--- src/rtl/udp_fifo_payload_reader.sv ---
// Read-side consumer of the FWFT prefetch FIFO: packs bytes into fixed-length UDP payloads, padding on starvation.
// Optional running payload checksum is enabled by defining UDP_FIFO_RD_CSUM_EN.
module udp_fifo_payload_reader #(
  parameter int unsigned   DW       = 8,
  parameter int unsigned   LEN_W    = 12,
  parameter int unsigned   TIMEOUT  = 1024,
  parameter logic [DW-1:0] PAD_BYTE = '0
) (
  input  logic             rd_clk,
  input  logic             rd_rst,
  input  logic [DW-1:0]    fifo_rd_data,
  input  logic             fifo_rd_vld,
  output logic             fifo_rd_en,
  input  logic [LEN_W-1:0] pkt_len,
  output logic             pkt_req,
  input  logic             pkt_ack,
  output logic [DW-1:0]    tx_data,
  output logic             tx_valid,
  input  logic             tx_ready,
  output logic             tx_last,
  output logic             busy,
  output logic [15:0]      pkt_cnt,
  output logic [15:0]      pad_cnt
`ifdef UDP_FIFO_RD_CSUM_EN
  ,
  output logic [15:0]      csum,
  output logic             csum_vld
`endif
);

  typedef enum logic [2:0] {
    S_IDLE,
    S_REQ,
    S_STREAM,
    S_PAD,
    S_DRAIN
  } state_e;

  localparam logic [15:0]      STARVE_LAST = 16'(TIMEOUT - 1);
  localparam logic [LEN_W-1:0] REM_ONE     = LEN_W'(1);

  state_e           state_q, state_d;
  logic [LEN_W-1:0] rem_q, rem_d;
  logic [15:0]      starve_q, starve_d;
  logic [DW-1:0]    tx_data_q, tx_data_d;
  logic             tx_valid_q, tx_valid_d;
  logic             tx_last_q, tx_last_d;
  logic             pkt_req_q, pkt_req_d;
  logic [15:0]      pkt_cnt_q, pkt_cnt_d;
  logic [15:0]      pad_cnt_q, pad_cnt_d;

  logic free;
  logic last_rem;

  // The output register can take a new beat when it is empty or being accepted.
  assign free     = ~tx_valid_q | tx_ready;
  assign last_rem = (rem_q == REM_ONE);

  // NOTE: every variable driven here gets a default first, so no path leaves it unassigned and no latch is inferred.
  always_comb begin
    state_d    = state_q;
    rem_d      = rem_q;
    starve_d   = starve_q;
    tx_data_d  = tx_data_q;
    tx_valid_d = tx_valid_q;
    tx_last_d  = tx_last_q;
    pkt_req_d  = pkt_req_q;
    pkt_cnt_d  = pkt_cnt_q;
    pad_cnt_d  = pad_cnt_q;
    fifo_rd_en = 1'b0;

    case (state_q)
      S_IDLE: begin
        if (fifo_rd_vld && (pkt_len != '0)) begin
          rem_d     = pkt_len;
          pkt_req_d = 1'b1;
          state_d   = S_REQ;
        end
      end

      S_REQ: begin
        if (pkt_ack) begin
          pkt_req_d = 1'b0;
          starve_d  = '0;
          state_d   = S_STREAM;
        end
      end

      S_STREAM: begin
        fifo_rd_en = fifo_rd_vld & free & (rem_q != '0);
        if (fifo_rd_en) begin
          tx_data_d  = fifo_rd_data;
          tx_valid_d = 1'b1;
          tx_last_d  = last_rem;
          rem_d      = rem_q - REM_ONE;
          starve_d   = '0;
          if (last_rem) begin
            state_d = S_DRAIN;
          end
        end else if (free) begin
          tx_valid_d = 1'b0;
          tx_last_d  = 1'b0;
          if (!fifo_rd_vld) begin
            starve_d = starve_q + 16'd1;
            if (starve_q == STARVE_LAST) begin
              state_d = S_PAD;
            end
          end
        end
      end

      S_PAD: begin
        // Fill to length without touching the FIFO; late data is left for the next packet.
        if (free) begin
          tx_data_d  = PAD_BYTE;
          tx_valid_d = 1'b1;
          tx_last_d  = last_rem;
          rem_d      = rem_q - REM_ONE;
          if (pad_cnt_q != 16'hFFFF) begin
            pad_cnt_d = pad_cnt_q + 16'd1;
          end
          if (last_rem) begin
            state_d = S_DRAIN;
          end
        end
      end

      S_DRAIN: begin
        if (tx_valid_q && tx_ready) begin
          tx_valid_d = 1'b0;
          tx_last_d  = 1'b0;
          pkt_cnt_d  = pkt_cnt_q + 16'd1;
          state_d    = S_IDLE;
        end
      end

      default: state_d = S_IDLE;
    endcase
  end

  // NOTE: sequential state uses non-blocking assignments so every register samples pre-edge values.
  always_ff @(posedge rd_clk) begin
    if (rd_rst) begin
      state_q    <= S_IDLE;
      rem_q      <= '0;
      starve_q   <= '0;
      tx_data_q  <= '0;
      tx_valid_q <= 1'b0;
      tx_last_q  <= 1'b0;
      pkt_req_q  <= 1'b0;
      pkt_cnt_q  <= '0;
      pad_cnt_q  <= '0;
    end else begin
      state_q    <= state_d;
      rem_q      <= rem_d;
      starve_q   <= starve_d;
      tx_data_q  <= tx_data_d;
      tx_valid_q <= tx_valid_d;
      tx_last_q  <= tx_last_d;
      pkt_req_q  <= pkt_req_d;
      pkt_cnt_q  <= pkt_cnt_d;
      pad_cnt_q  <= pad_cnt_d;
    end
  end

  assign tx_data  = tx_data_q;
  assign tx_valid = tx_valid_q;
  assign tx_last  = tx_last_q;
  assign pkt_req  = pkt_req_q;
  assign pkt_cnt  = pkt_cnt_q;
  assign pad_cnt  = pad_cnt_q;
  assign busy     = (state_q != S_IDLE);

`ifdef UDP_FIFO_RD_CSUM_EN
  logic [15:0] sum_q, sum_d;
  logic [15:0] csum_q, csum_d;
  logic        csum_vld_q, csum_vld_d;
  logic        lo_q, lo_d;
  logic [16:0] sum_add;
  logic        load;
  logic        drain_hs;

  assign load     = ((state_q == S_STREAM) && fifo_rd_en) || ((state_q == S_PAD) && free);
  assign drain_hs = (state_q == S_DRAIN) && tx_valid_q && tx_ready;

  // Bytes alternate high/low within big-endian 16-bit words; carries wrap around.
  always_comb begin
    sum_d      = sum_q;
    lo_d       = lo_q;
    csum_d     = csum_q;
    csum_vld_d = 1'b0;
    sum_add    = '0;
    if ((state_q == S_REQ) && pkt_ack) begin
      sum_d = '0;
      lo_d  = 1'b0;
    end else if (load) begin
      sum_add = {1'b0, sum_q} + (lo_q ? {9'b0, tx_data_d[7:0]} : {1'b0, tx_data_d[7:0], 8'h00});
      sum_d   = sum_add[15:0] + {15'b0, sum_add[16]};
      lo_d    = ~lo_q;
    end
    if (drain_hs) begin
      csum_d     = ~sum_q;
      csum_vld_d = 1'b1;
    end
  end

  always_ff @(posedge rd_clk) begin
    if (rd_rst) begin
      sum_q      <= '0;
      lo_q       <= 1'b0;
      csum_q     <= '0;
      csum_vld_q <= 1'b0;
    end else begin
      sum_q      <= sum_d;
      lo_q       <= lo_d;
      csum_q     <= csum_d;
      csum_vld_q <= csum_vld_d;
    end
  end

  assign csum     = csum_q;
  assign csum_vld = csum_vld_q;
`endif

endmodule

--- config.mk ---
export PLATFORM = sky130hd
export DESIGN_NAME = udp_fifo_payload_reader
export DESIGN_NICKNAME = d
export VERILOG_FILES = /design/src/rtl/udp_fifo_payload_reader.sv
export SDC_FILE = /design/constraint.sdc
export NUM_CORES = 1
export LEC_CHECK = 0
export BUFFER_PORTS_ARGS = -buffer_cell sky130_fd_sc_hd__buf_2
export CELL_PAD_IN_SITES_DETAIL_PLACEMENT = 1
export CELL_PAD_IN_SITES_GLOBAL_PLACEMENT = 2
export CORE_MARGIN = 8
export CORE_UTILIZATION = 29
export CTS_CLUSTER_DIAMETER = 100
export DETAILED_ROUTE_END_ITERATION = 16
export PLACE_DENSITY_LB_ADDON = 0.1
export SYNTH_ARGS = -nofsm -noshare
export SYNTH_HDL_FRONTEND = slang
export SYNTH_SLANG_ARGS = --single-unit
--- constraint.sdc ---
create_clock -name rd_clk -period 2.05 [get_ports rd_clk]
set_input_delay 0.205 -clock rd_clk [delete_from_list [all_inputs] [get_ports rd_clk]]
set_output_delay 0.205 -clock rd_clk [all_outputs]
set_load 0.02 [all_outputs]
[Yosys cells after proc, flatten, opt, wreduce, memory -nomap -nowiden]
Cells that the tools add are included.
Cells by class
  add/subtract/negate cells: 4
  eq/ne operators: 15
  multiplexer cells: 34
  bitwise logic cells: 4
  reduce and logical (&&, ||, !) cells: 19
Operators by type and width (count)
  $mux W16: 4
  $add A16 B1 Y16 const B: 3
  $mux W12: 3
  $pmux W12 S3: 1
  $pmux W16 S2: 1
  $mux W3: 9
  $reduce_bool A12 Y1: 2
  $eq A16 B10 Y1 const B: 1
  $mux W8: 2
  $ne A16 B16 Y1 const B: 1
  $pmux W8 S2: 1
  $pmux W3 S5: 1
  $eq A12 B1 Y1 const B: 1
  $reduce_and A4 Y1: 3
  $sub A12 B1 Y12 const B: 1
  $ne A2 B2 Y1 const B: 5
  $mux W1: 9
  $ne A3 B3 Y1 const B: 3
  $reduce_and A3 Y1: 3
  $reduce_bool A3 Y1: 3
  $reduce_and A7 Y1: 1
  $eq A3 B2 Y1 const B: 2
  $pmux W1 S3: 2
  $reduce_bool A2 Y1: 3
  other kinds (9): 11
Word-level totals
  register bits after elaboration: 74
  bits of input ports: 25
  word-level logic and storage cells: 85

[Depth between registers and ports, before layout]
Gate-level depths: netlist of the first run.
  depth in word-level cells: 6
  mapped depth: 9
  mapped depth without buffers: 7

[Worst setup path before layout of the first run]
Ideal clock, no wire load.
  kind: reg-to-reg
  start: reg rem_q[10]
  end: reg starve_q[7]
  arrival time: 1.900 ns
  required time: 1.980 ns
  slack: 0.080 ns
  cell stages (with the launch flop): 7
  cell sequence: dfxtp_1 > nor4_4 > a41oi_4 > a211o_1 > buf_6 > or4b_1 > a21oi_1
On the way
  cells in the longest elaborated chain, start to end: 4
  elaborated cells on any way between the ends: 7
  classes of those cells: eq/ne (2); mux (2); bitwise (1); reduce/logical (2)
RTL lines
  start, declared: RTL line 43  | logic [LEN_W-1:0] rem_q, rem_d;
  start signal, assigned: RTL line 155  | rem_q <= rem_d;
  $reduce_bool A12 Y1 (*): RTL line 90  | fifo_rd_en = fifo_rd_vld & free & (rem_q != '0);
  $and A1 B1 Y1 (*): RTL line 90
  $ne A3 B3 Y1 (no line) or $mux W16 (tied branches)
  $reduce_and A4 Y1 (no line) or $pmux W16 S2 (tied branches)
  end signal, assigned: RTL line 156  | starve_q <= starve_d;
  end, declared: RTL line 44  | logic [15:0] starve_q, starve_d;
Mark *: on every way between the ends. The rest lies on a longest branch, timed or not.
A chain may end at the register's enable or synchronous reset.

[Worst setup path after layout of the first run]
  start: reg rem_q[10]
  end: reg starve_q[6]
Same word-level chain as after synthesis.

==> metrics.yaml, run 1 <==
power_and_ir_drop:
  combPwrFrac_pct: 41.0
  p_int_mw: 3.51
  power_switching_share_pct: 38.1
  static-leakage-power_nw: 1.98
  seq_power_share_pct: 30.8
  ir_drop_mv: 0.412
  powerDensity_nw_per_um2: 1140
  p_switching_mw: 2.17
  pwr-share-clk_pct: 28.2
global_route:
  antenna_found_initial: 0
  grt_pass1_wl_um: 20200
  grt_max_degree: 43
  grt_pass1_vias: 3996
  gr-total-overflow: 0
  track_usage_pct: 14.8
placement:
  place_hpwl_um: 9010
  routabilityCongestion: 0.794
  place_area_um2: 4630
  io_buffers: 69
yosys:
  syn_nets: 507
  yosysSeqAreaShare_pct: 38.7
  synth_area_um2: 3830
  syn_inst: 476
  synth_area_leaders: "dfxtp_1 (39%), nor2_1 (7.8%), xor2_1 (5.0%)"
  yosysTopAreaCell: "dfxtp_1"
  ys.flop_type: "dfxtp_1"
  yosys_register_bits: 74
  synth_edf_count: 0
  synth.distinct_cells: 51
  synth_top_area_share_pct: 38.7
  synth_area_per_cell_um2: 8.04
  yosys_warnings: 0
  synth-async-reset-ratio_pct: 0
floorplanning:
  die_w_um: 131
  core_area_um2: 13100
  io_pins: 70
  rows: 42
  start_util_pct: 29.2
  die-area_um2: 17100
  die_h_um: 131
drt:
  firstDrtPassIters: 4
  vias_per_cell: 5.03
  dr_wl_met3_um: 396
  wl_met2_um: 5800
  drtAntennaViolNets: 0
  wirelength_um: 12100
  met1_length_um: 5710
  drcViolationCount: 0
  drtIter0Drc: 103
  highest_layer: "met4"
  post_drt_wl_per_cell_um: 15.9
  vias: 3810
hold_path:
  hold_class: "primary input to register"
status:
  status: "finished, final reports clean"
job:
  maxCapViolCount: 0
clock_tree:
  cts_max_level: 3
  numCtsBuffers: 9
  clk_path_buf_depth: 2
  clkSlewWorstSetupHoldPaths_ns: 0.06
  postCtsSetupBuffers: 0
  cts_root_buf: "clkbuf_16"
  cts_tree: "done"
  clock_latency_ns: 0.33
  cts_sinks: 74
sta:
  finalSetupViolCount: 0
  rsz0062_at_grt: "true"
  fin_crit_ns: 2.00
  final-hold-violation-count: 0
  max_freq_mhz: 500
  final.setup.tns_ns: 0
  finClkSkew_ns: 0.00622
  slew_headroom_pct: 63.6
  slew_violations: 0
  fin_crit_sh_pct: 97.5
  worstMarginPinSlew_ns: 0.540
critical_path:
  required_ns: 2.29
  cp_slowest_cell: "a211oi_2"
  cp_cell_sequence: "nor4_4 > a41oi_4 > a211oi_2 > buf_4 > a21oi_1 > a211oi_1"
  critical_path.top_delay_family: "compound AO/OA/AOI/OAI gates"
  worst-setup-path-type: "register to register"
  worstPathArrival_ns: 2.24
  crit_path_start_kind: "register"
  critPathBufInv: 1
  cpPeakStageDelay_ns: 0.44
  cp_max_fo: 7
  crit_path_end_kind: "register"
layout:
  area_growth_pct: 30.3
  design_area_um2: 4990
  antenna_cells: 0
  multi_input_area_um2: 2270
  final_cell_mix: "nor2_1 (80), dfxtp_1 (73), buf_2 (68)"
  ff_latch_area_um2: 1480
  fillers: 1589
  drive_gt1_share_pct: 26.9
  final_common_cell: "nor2_1"
  nets: 607
## layout make-up
cell class / count / share of cell area (%)
multi-input cells: 371 / 45.6
flip-flops and latches: 74 / 29.7
repair buffers: 112 / 13.7
clock buffers: 12 / 4.94
well taps: 176 / 4.42
clock inverters: 4 / 1.03
inverters: 8 / 0.602
## per-layer routing
layer,GRT usage [%],vias to the layer above
met5,0,-
met4,5.27,0
met3,2.35,11
met2,25.2,63
met1,18.6,1843
li1,-,1893
## what timing repair did
action	in CTS	in global routing
hold buffers	0	0
endpoints found under the hold margin	0	0
endpoints found under the setup margin	1	21
pin swaps	1	3
gates resized for setup	3	9
## registers in the layout, summed over array words and instances (netlist names)
register and cells:
pad_cnt 16, pkt_cnt 16, starve_q 16, rem_q 12
tx_data 8, state_q 3, pkt_req 1, tx_last 1
tx_valid 1
## final timing paths
kind              startpoint     endpoint  slack, ns  cells past startpoint
min reg2reg         rem_q[1]     rem_q[1]       0.48                      2
min          fifo_rd_data[5]   tx_data[5]       0.13                      3
max                rem_q[10]  starve_q[6]       0.05                      6
max reg2reg        rem_q[10]  starve_q[6]       0.05                      6
## metrics by stage
stage / util [%] / hold WS (ns) / power [mW] / std cells / setup slack [ns]
after floorplan: - / 0.368 / 3.27 / 476 / 0.0797
after global placement: 35.4 / 0.457 / 4.05 / 741 / 0.105
after detailed placement: 35.4 / 0.466 / 4.08 / 741 / 0.0271
after CTS: 37.7 / 0.116 / 5.74 / 757 / 0.0339
after global routing: 38.1 / 0.152 / 6.09 / 757 / -0.0896
final: 38.1 / 0.126 / 5.68 / 757 / 0.0515
## synthesized netlist by cell type, types with 7 or more instances
| cell | count |
|---|---|
| or2_2 | 7 |
| and4_1 | 7 |
| clkbuf_1 | 16 |
| nor4_1 | 7 |
| and3_1 | 8 |
| a21oi_1 | 36 |
| nand3_1 | 27 |
| o21ai_0 | 18 |
| a31oi_1 | 7 |
| nand4_1 | 14 |
| inv_1 | 7 |
| xor2_1 | 22 |
| dfxtp_1 | 74 |
| nor2_1 | 80 |
| nand2_1 | 34 |
| xnor2_1 | 8 |
| nor3_1 | 17 |
| a22oi_1 | 8 |
## power groups by stage
stage / registers (mW) / clock network (mW) / logic [mW]
floorplan: 1.78 / 0 / 1.49
global placement: 1.77 / 0 / 2.28
detailed placement: 1.78 / 0 / 2.30
CTS: 1.75 / 1.66 / 2.33
global route: 1.77 / 1.71 / 2.61
finish: 1.75 / 1.60 / 2.33
## tightest hold or removal path, stage by stage
cell     delay (ns)
buf_2          0.08
a22oi_1        0.06
nor2_1         0.07
## cells by family after synthesis
family / share of synthesized area (%)
simple gates: 31.6
compound gates: 16.4
flops: 38.7
buf+inv: 3.43
xor+xnor: 6.87
fa+ha+maj: 1.96
mux: 1.05
No activity file was read; power rests on OpenSTA's default activity.
==> run 2, diff against run 1 <==
--- a/config.mk
+++ b/config.mk
@@ -13,6 +13,7 @@
 export CTS_CLUSTER_DIAMETER = 100
 export DETAILED_ROUTE_END_ITERATION = 16
 export PLACE_DENSITY_LB_ADDON = 0.1
+export RECOVER_POWER = 100
 export SYNTH_ARGS = -nofsm -noshare
 export SYNTH_HDL_FRONTEND = slang
 export SYNTH_SLANG_ARGS = --single-unit
==> run 2 against run 1 <==
Via count is 0.18% lower. Worst setup slack better by 0.0042 ns. Register-to-register slack hardly changed. Count of clock-buffer cells in the layout stayed put. Power is 0.53% lower. Clock power hardly changed. Die area stayed put. Sequential power hardly changed. Non-clock buffer count stayed put. Cell count stayed put. Combinational power hardly changed.
==> metrics.yaml, run 2 (same netlist as run 1, synthesis figures left out) <==
placement:
  place_area_um2: 4630
  routabilityCongestion: 0.794
  place_hpwl_um: 9010
  io_buffers: 69
sta:
  slew_headroom_pct: 63.3
  fin_crit_sh_pct: 97.3
  slew_violations: 0
  finClkSkew_ns: 0.00654
  finalSetupViolCount: 0
  max_freq_mhz: 501
  fin_crit_ns: 1.99
  final-hold-violation-count: 0
  rsz0062_at_grt: "true"
  final.setup.tns_ns: 0
  worstMarginPinSlew_ns: 0.545
global_route:
  busiest_layer: "met2"
  grt_max_degree: 43
  gr-usage-met2_pct: 25.2
  use_met3_pct: 2.35
  antenna_found_initial: 0
  grt_pass1_vias: 3996
  gr-total-overflow: 0
  track_usage_pct: 14.8
  grtUsageMet1_pct: 18.6
  grt_pass1_wl_um: 20200
drt:
  drtAntennaViolNets: 0
  firstDrtPassIters: 4
  wirelength_um: 12100
  vias: 3803
  post_drt_wl_per_cell_um: 16.0
  drtIter0Drc: 109
  vias_per_cell: 5.02
  drcViolationCount: 0
clock_tree:
  numCtsBuffers: 9
  clock_latency_ns: 0.33
  clkSlewWorstSetupHoldPaths_ns: 0.06
  cts_root_buf: "clkbuf_16"
  hold_buffers: 0
  cts_tree: "done"
  cts_max_level: 3
  cts_sinks: 74
  clk_path_buf_depth: 2
layout:
  multi_input_area_um2: 2260
  area_growth_pct: 28.0
  final_common_cell: "nor2_1"
  drive_gt1_share_pct: 18.1
  fillers: 1614
  nets: 607
  antenna_cells: 0
  design_area_um2: 4900
  ff_latch_area_um2: 1480
  final_cell_mix: "nor2_1 (80), dfxtp_1 (73), clkbuf_1 (51)"
floorplanning:
  io_pins: 70
  die_h_um: 131
  die_w_um: 131
  die-area_um2: 17100
  start_util_pct: 29.2
  core_area_um2: 13100
  rows: 42
critical_path:
  worst-setup-path-type: "register to register"
  cpMostUsedCell: "buf_4"
  r2r_start: "state_q[0]"
  cp_slowest_cell: "dfxtp_1"
  r2r_cells: 7
  crit_path_end_kind: "register"
  required_ns: 2.31
  crit_path_start_kind: "register"
  cp_max_fo: 13
  worstPathArrival_ns: 2.25
  r2r-end: "rem_q[2]"
  ff2ff_setup_slack_ns: 0.06
  cp_cell_sequence: "buf_4 > nor2_1 > a31o_2 > o21ai_1 > buf_4 > or3_1 > a31oi_1"
  endpoint: "rem_q[2]"
  cpPeakStageDelay_ns: 0.34
  critical_path.startpoint: "state_q[0]"
job:
  maxCapViolCount: 0
power_and_ir_drop:
  powerDensity_nw_per_um2: 1150
  static-leakage-power_nw: 1.76
  ir_drop_mv: 0.411
hold_path:
  hold_class: "primary input to register"
status:
  status: "finished, final reports clean"
run 2: layout make-up:
type                    count  share of cell area, %
multi-input cells         371                   46.2
repair buffers            112                   12.3
clock inverters             4                   1.05
well taps                 176                   4.50
flip-flops and latches     74                   30.3
inverters                   8                  0.613
clock buffers              12                   5.03
run 2: critical path: cells and delay by family, from the launching register on:
family,cells,cell delay (ns)
flops,1,0.34
simple gates,2,0.63
compound gates,3,0.57
buf+inv,2,0.37
run 2: per-layer routing:
layer / up-vias / routed length, µm / part of all wire [%]
met1: 1829 / 5760 / 48
met2: 64 / 5770 / 48
li1: 1898 / - / -
met5: - / 0 / 0
met3: 12 / 382 / 3.2
met4: 0 / 174 / 1.4
run 2: worst min path at each step:
stage	startpoint	to	slack, ns	cells past startpoint
floorplan	fifo_rd_data[0]	tx_data[0]	0.37	2
global route	fifo_rd_data[5]	tx_data[5]	0.15	3
finish	fifo_rd_data[5]	tx_data[5]	0.13	3
CTS	fifo_rd_data[5]	tx_data[5]	0.12	3
global placement	fifo_rd_data[5]	tx_data[5]	0.46	3
detailed placement	fifo_rd_data[5]	tx_data[5]	0.47	3
run 2: power breakdown:
group,internal [mW],switching [mW]
sequential,1.59,0.164
clock,0.977,0.619
combinational,0.924,1.38
run 2: repair_timing:
item                                   CTS  global route
setup buffers                            0             0
endpoints found under the hold margin    0             0
resized for setup                        3             9
setup endpoints to repair                1            21
pin swaps                                1             3
run 2: per-stage QoR:
| step | power (mW) | hold WS (ns) | util, % | std cells | setup WS, ns |
|---|---|---|---|---|---|
| CTS | 5.74 | 0.116 | 37.7 | 757 | 0.0339 |
| floorplan | 3.27 | 0.368 | - | 476 | 0.0797 |
| detailed placement | 4.08 | 0.466 | 35.4 | 741 | 0.0271 |
| global route | 6.06 | 0.152 | 37.4 | 757 | -0.0886 |
| finish | 5.65 | 0.126 | 37.4 | 757 | 0.0557 |
| global placement | 4.05 | 0.457 | 35.4 | 741 | 0.105 |
